File: config.mk
export PLATFORM = sky130hd
export DESIGN_NAME = dot_product_sequencer
export DESIGN_NICKNAME = d
export VERILOG_FILES = /design/src/rtl/dp_pkg.sv /design/src/rtl/dp_phase_timer.sv /design/src/rtl/dot_product_sequencer.sv
export SDC_FILE = /design/constraint.sdc
export NUM_CORES = 1
export LEC_CHECK = 0
export BUFFER_PORTS_ARGS = -buffer_cell sky130_fd_sc_hd__buf_2
export CAP_MARGIN = 20
export CELL_PAD_IN_SITES_DETAIL_PLACEMENT = 1
export CELL_PAD_IN_SITES_GLOBAL_PLACEMENT = 1
export CORE_AREA = 2 2 65 129
export CTS_BUF_LIST = sky130_fd_sc_hd__clkbuf_8
export CTS_CLUSTER_DIAMETER = 100
export DETAILED_ROUTE_END_ITERATION = 6
export DIE_AREA = 0 0 67 131
export GPL_TIMING_DRIVEN = 1
export PLACE_DENSITY = 0.86
export SKIP_CTS_REPAIR_TIMING = 1
export SYNTH_ARGS = -nofsm -noshare
export SYNTH_HDL_FRONTEND = slang
export SYNTH_HIERARCHICAL = 1
export SYNTH_SLANG_ARGS = --single-unit
File: constraint.sdc
create_clock -name clk -period 3.75 [get_ports clk]
set_input_delay 0.5625 -clock clk [delete_from_list [all_inputs] [get_ports clk]]
set_output_delay 0.5625 -clock clk [all_outputs]
set_load 0.02 [all_outputs]
File: src/rtl/dp_pkg.sv
// Shared definitions for the dot-product command sequencer: FSM states,
// result status encodings and the default per-phase timeout.
package dp_pkg;

  typedef enum logic [3:0] {
    ST_IDLE       = 4'd0,
    ST_FETCH      = 4'd1,
    ST_COMPUTE    = 4'd2,
    ST_WAIT_PROC  = 4'd3,
    ST_WRITE      = 4'd4,
    ST_WAIT_STORE = 4'd5,
    ST_READ       = 4'd6,
    ST_WAIT_READ  = 4'd7,
    ST_DONE       = 4'd8
  } dp_state_e;

  localparam logic [1:0] ERR_OK    = 2'd0;
  localparam logic [1:0] ERR_ZLEN  = 2'd1;
  localparam logic [1:0] ERR_TMO   = 2'd2;
  localparam logic [1:0] ERR_ABORT = 2'd3;

  localparam int DEFAULT_TMO_CYCLES = 32'sd1000;

endpackage

File: src/rtl/dp_phase_timer.sv
// Per-phase watchdog: cleared outside the WAIT states, counts cycles inside
// them and flags the cycle in which the TMO_CYCLES-th wait cycle completes.
module dp_phase_timer
  import dp_pkg::*;
#(
  parameter int TMO_W      = 16,
  parameter int TMO_CYCLES = DEFAULT_TMO_CYCLES
) (
  input  logic clk,
  input  logic rst,
  input  logic clr,
  input  logic inc,
  output logic expired
);

  localparam logic [TMO_W-1:0] TMO_LAST = TMO_W'(TMO_CYCLES - 1);

  logic [TMO_W-1:0] count_r;
  logic             at_last_s;

  assign at_last_s = (count_r == TMO_LAST);
  // Expiry fires during the last permitted wait cycle so the FSM leaves on time.
  assign expired   = inc & at_last_s;

  // Wait-cycle counter; saturates at the last value instead of wrapping.
  always_ff @(posedge clk) begin
    if (rst) begin
      count_r <= '0;
    end else if (clr) begin
      count_r <= '0;
    end else if (inc && !at_last_s) begin
      count_r <= count_r + TMO_W'(1);
    end
  end

endmodule

File: src/rtl/dot_product_sequencer.sv
// Command-level controller: fetch -> compute -> write -> read with per-phase
// timeouts and abort, returning the read-back result with a status code.
module dot_product_sequencer
  import dp_pkg::*;
#(
  parameter int DATA_W     = 32,
  parameter int LEN_W      = 8,
  parameter int TMO_W      = 16,
  parameter int TMO_CYCLES = DEFAULT_TMO_CYCLES
) (
  input  logic              clk,
  input  logic              rst,
  input  logic              cmd_valid,
  output logic              cmd_ready,
  input  logic [LEN_W-1:0]  cmd_len,
  input  logic              abort,
  output logic              start_fetch,
  output logic              start_compute,
  output logic              start_write,
  output logic              start_read,
  input  logic              processing_done,
  input  logic              store_done,
  input  logic              read_done,
  input  logic [DATA_W-1:0] read_data,
  output logic              busy,
  output logic              result_valid,
  output logic [DATA_W-1:0] result_data,
  output logic [1:0]        result_err
);

  dp_state_e         state_r;
  dp_state_e         fsm_next_s;
  dp_state_e         next_state_s;
  logic [1:0]        fsm_err_s;
  logic [1:0]        err_next_s;
  logic [LEN_W-1:0]  elem_cnt_r;
  logic [LEN_W-1:0]  elem_cnt_next_s;
  logic              abort_s;
  logic              tmr_clr_s;
  logic              tmr_inc_s;
  logic              tmr_expired_s;

  logic              start_fetch_r;
  logic              start_compute_r;
  logic              start_write_r;
  logic              start_read_r;
  logic              busy_r;
  logic              result_valid_r;
  logic [DATA_W-1:0] result_data_r;
  logic [1:0]        result_err_r;

  dp_phase_timer #(
    .TMO_W      (TMO_W),
    .TMO_CYCLES (TMO_CYCLES)
  ) u_timer (
    .clk     (clk),
    .rst     (rst),
    .clr     (tmr_clr_s),
    .inc     (tmr_inc_s),
    .expired (tmr_expired_s)
  );

  assign cmd_ready     = (state_r == ST_IDLE);
  assign start_fetch   = start_fetch_r;
  assign start_compute = start_compute_r;
  assign start_write   = start_write_r;
  assign start_read    = start_read_r;
  assign busy          = busy_r;
  assign result_valid  = result_valid_r;
  assign result_data   = result_data_r;
  assign result_err    = result_err_r;

  // Next-state, element-count and status decode; abort overrides the phase flow.
  always_comb begin
    fsm_next_s      = state_r;
    fsm_err_s       = ERR_OK;
    elem_cnt_next_s = elem_cnt_r;
    tmr_inc_s       = (state_r == ST_WAIT_PROC) || (state_r == ST_WAIT_STORE) ||
                      (state_r == ST_WAIT_READ);
    tmr_clr_s       = ~tmr_inc_s;
    abort_s         = abort && (state_r != ST_IDLE) && (state_r != ST_DONE);

    case (state_r)
      ST_IDLE: begin
        if (cmd_valid) begin
          if (cmd_len == '0) begin
            fsm_next_s = ST_DONE;
            fsm_err_s  = ERR_ZLEN;
          end else begin
            fsm_next_s      = ST_FETCH;
            elem_cnt_next_s = cmd_len;
          end
        end else begin
          fsm_next_s = ST_IDLE;
        end
      end
      ST_FETCH: begin
        if (elem_cnt_r <= LEN_W'(1)) begin
          fsm_next_s      = ST_COMPUTE;
          elem_cnt_next_s = '0;
        end else begin
          fsm_next_s      = ST_FETCH;
          elem_cnt_next_s = elem_cnt_r - LEN_W'(1);
        end
      end
      ST_COMPUTE: fsm_next_s = ST_WAIT_PROC;
      // A done input seen together with expiry still advances the phase.
      ST_WAIT_PROC: begin
        if (processing_done) begin
          fsm_next_s = ST_WRITE;
        end else if (tmr_expired_s) begin
          fsm_next_s = ST_DONE;
          fsm_err_s  = ERR_TMO;
        end else begin
          fsm_next_s = ST_WAIT_PROC;
        end
      end
      ST_WRITE: fsm_next_s = ST_WAIT_STORE;
      ST_WAIT_STORE: begin
        if (store_done) begin
          fsm_next_s = ST_READ;
        end else if (tmr_expired_s) begin
          fsm_next_s = ST_DONE;
          fsm_err_s  = ERR_TMO;
        end else begin
          fsm_next_s = ST_WAIT_STORE;
        end
      end
      ST_READ: fsm_next_s = ST_WAIT_READ;
      ST_WAIT_READ: begin
        if (read_done) begin
          fsm_next_s = ST_DONE;
        end else if (tmr_expired_s) begin
          fsm_next_s = ST_DONE;
          fsm_err_s  = ERR_TMO;
        end else begin
          fsm_next_s = ST_WAIT_READ;
        end
      end
      ST_DONE: fsm_next_s = ST_IDLE;
      default: fsm_next_s = ST_IDLE;
    endcase

    if (abort_s) begin
      next_state_s    = ST_DONE;
      err_next_s      = ERR_ABORT;
      elem_cnt_next_s = '0;
    end else begin
      next_state_s = fsm_next_s;
      err_next_s   = fsm_err_s;
    end
  end

  // State and element counter registers.
  always_ff @(posedge clk) begin
    if (rst) begin
      state_r    <= ST_IDLE;
      elem_cnt_r <= '0;
    end else begin
      state_r    <= next_state_s;
      elem_cnt_r <= elem_cnt_next_s;
    end
  end

  // Outputs are registered from the next state so each one lines up with its state.
  always_ff @(posedge clk) begin
    if (rst) begin
      start_fetch_r   <= 1'b0;
      start_compute_r <= 1'b0;
      start_write_r   <= 1'b0;
      start_read_r    <= 1'b0;
      busy_r          <= 1'b0;
      result_valid_r  <= 1'b0;
      result_data_r   <= '0;
      result_err_r    <= ERR_OK;
    end else begin
      start_fetch_r   <= (next_state_s == ST_FETCH);
      start_compute_r <= (next_state_s == ST_COMPUTE);
      start_write_r   <= (next_state_s == ST_WRITE);
      start_read_r    <= (next_state_s == ST_READ);
      busy_r          <= (next_state_s != ST_IDLE);
      result_valid_r  <= (next_state_s == ST_DONE);
      if (next_state_s == ST_DONE) begin
        result_err_r  <= err_next_s;
        result_data_r <= (err_next_s == ERR_OK) ? read_data : '0;
      end
    end
  end

endmodule

==> results by group <==
Power and ir drop
  – Peak VDD IR: 439.5 µV
  – Leakage power: 1.514 nW
  – Final Power: 2.222 mW
  – PD cells: 598.2 nW/µm²

Yosys
  – Leading area contributor after synthesis: dfxtp_1
  – Post-synth EDFFs: 0
  – Synth Net Count: 367
  – Area fraction of the dominant cell type after synthesis: 44.90%
  – Async SR Flop Fraction: 0%
  – Ys Warns: 6
  – Synth Register Bits: 68
  – Average size of a mapped cell: 9.564 µm²
  – Seq/Total Area, Yosys: 44.90%
  – Primary FF master, synth: dfxtp_1
  – Distinct cells, synth: 58
  – Largest cells by area after synthesis: dfxtp_1, a22o_1, nor2_1, xnor2_1, a21oi_1
  – Post-Syn Instances: 317
  – Synthesized area: 3032 µm²

Place
  – DP Cell Count: 483
  – Dpl ws: 672.7 ps
  – Gpl congestion: 0.7504
  – IO buf count: 87
  – Post-DP HPWL: 5746 µm

Clock network
  – Sink Count: 68
  – Root Buffer: clkbuf_8
  – CTS buffer count: 9
  – Clock transition at the registers of the reported paths: 80 ps
  – Maximum root-to-sink buffer count: 2
  – Skew-Pair Late Insertion Delay: 360 ps
  – CTS H-tree lvls: 3
  – TritonCTS clock tree: yes

STA
  – Worst Tran Pin Value: 854.5 ps
  – Period utilisation layout: 82.03%
  – Unrepaired setup endpoints after global routing: no
  – Setup TNS: 0 ps
  – Relative slew slack: 42.59%
  – Hold Vio Cnt, Final: 0
  – Max Fclk: 0.3251 GHz
  – Final min period: 3076 ps
  – Final max-slew violation count: 0
  – Setup violators final: 0
  – Final Skew: 8.652 ps
  – PnR worst setup slack: 673.9 ps

Critical path
  – Crit path kind: reg2reg
  – CP Capture Type: register
  – CP required: 4050 ps
  – Startpoint Class: register
  – Reg2Reg Setup Slack: 670 ps
  – Worst Path Max Fanout: 32
  – Worst Path Arrival: 3380 ps

Global route
  – Tot GR Track Use: 19.65%
  – First-pass GRT wire length: 13240 µm
  – Pin count of the biggest net entering global routing: 33
  – Initial antenna violation count: 0
  – Grt ovf: 0
  – Vias in the first global route: 2740

Route
  – Detail Route Antenna Nets: 0
  – WL/cell: 16.16 µm
  – Initial DRT Pass Iterations: 4
  – Routed WL: 8062 µm
  – Via Count: 2712
  – DR vias/cell: 5.435
  – Initial drt markers: 165
  – DRC viols: 0

Final layout
  – Fill count: 959
  – Layout cell share with drive strength beyond 1: 30.27%
  – ANT cells: 0
  – Nets: 448
  – Layout area overhead: 22.49%
  – Area occupied by multi-input gates: 1518 µm²
  – Reg area: 1361 µm²
  – Final Non-Filler Cells: 499

Job
  – Max_cap viols: 0

Floorplanning
  – Initial Util: 38.73%
  – Core footprint: 7828 µm²
  – Die Footprint: 8777 µm²
  – I/O Pins: 88
  – Die Wd: 67 µm
  – Row count: 46
  – Die height: 131 µm

Hold path
  – Min-Delay Path Class: in2reg

Run status
  – Status: complete, no violations
==> metal layers <==
layer	GRT usage (%)	wire length, µm	up-vias
met3	5.137	601	10
met2	30.81	3694	87
met5	0	0	-
met1	25.08	3636	1283
li1	-	-	1332
met4	8.643	130	0
==> cells by family after synthesis <==
logic type,Yosys count,synth area share [%]
buffers and inverters,30,5.241
xor gates and xnor gates,10,2.889
muxes,2,0.6604
DFF,68,44.90
and+or+nand+nor,116,23.77
adders and majority gates,3,1.238
AOI/OAI and AO/OA,88,21.30
==> final timing paths <==
check                                   start                            to  depth (start not counted)
max          u_timer/count_r[11]$_SDFFE_PP0P_  result_data[10]$_SDFFE_PP0N_                          8
min                              read_data[2]   result_data[2]$_SDFFE_PP0N_                          2
max reg2reg  u_timer/count_r[11]$_SDFFE_PP0P_  result_data[10]$_SDFFE_PP0N_                          8
min reg2reg        result_err[0]$_SDFFE_PP0N_    result_err[0]$_SDFFE_PP0N_                          2
==> state kept, by name (all words and copies together), names as in the netlist <==
| name | flops |
|---|---|
| result_data | 32 |
| u_timer/count_r | 16 |
| elem_cnt_r | 8 |
| state_r | 4 |
| result_err | 2 |
| busy | 1 |
| result_valid | 1 |
| start_compute | 1 |
| start_fetch | 1 |
| start_read | 1 |
| start_write | 1 |
==> cells in the mapped netlist, types with 3 or more instances <==
master	n
nand2b_1	3
ha_1	3
or2_2	3
and2_1	3
nand3_1	8
nor2_1	25
dfxtp_1	68
a21oi_1	13
nor2b_1	4
a31oi_1	4
xnor2_1	8
nand3b_1	5
nor3_1	8
clkbuf_1	5
o21ai_0	9
nor4_1	6
o21ai_1	12
inv_1	11
buf_2	7
nand4_1	8
or4_1	3
buf_6	4
a22o_1	32
nand2_1	14
or3_1	6
==> layout by cell type (no fill, tap or decap), drive strengths merged, types with 5 or more instances in the layout <==
cell type / count
buf: 89
xnor2: 8
or3: 6
nand2: 14
o21ai: 21
and2: 5
inv: 13
dfxtp: 68
a22o: 32
nor3: 9
nand3: 8
a21oi: 13
nand4: 9
nand3b: 5
nor2: 26
nor4: 8
clkbuf: 9
==> metrics by stage <==
step / utilization, % / hold slack, ps / area [µm²]
floorplan: - / 453.6 / 3032
global placement: 44.60 / 456.4 / 3491
detailed placement: 44.60 / 461.2 / 3491
CTS: 47.44 / 395.4 / 3714
global route: 47.44 / 393.5 / 3714
finish: 47.44 / 411.3 / 3714
==> area by class of cell <==
type | count | area share, %
Multi-Input combinational cell | 219 | 40.87
Sequential cell | 68 | 36.66
Timing Repair Buffer | 89 | 12.13
Clock buffer | 9 | 3.336
Tap cell | 96 | 3.234
Clock inverter | 7 | 2.662
Inverter | 11 | 1.112
==> where the power goes <==
part	leakage (nW)	internal, mW	switching (mW)
clock	0.110	0.379	0.300
combinational	0.854	0.257	0.421
sequential	0.550	0.785	0.0799
==> worst max-delay path: stages, from the launching register on <==
cell and delay, ps:
dfxtp_1 360, or4_4 560, nor4_4 440, and2_2 300, o211ai_1 130, a311oi_2 460
and4b_1 250, buf_4 320, a22o_1 190
Power figures use the tool's default switching activity.
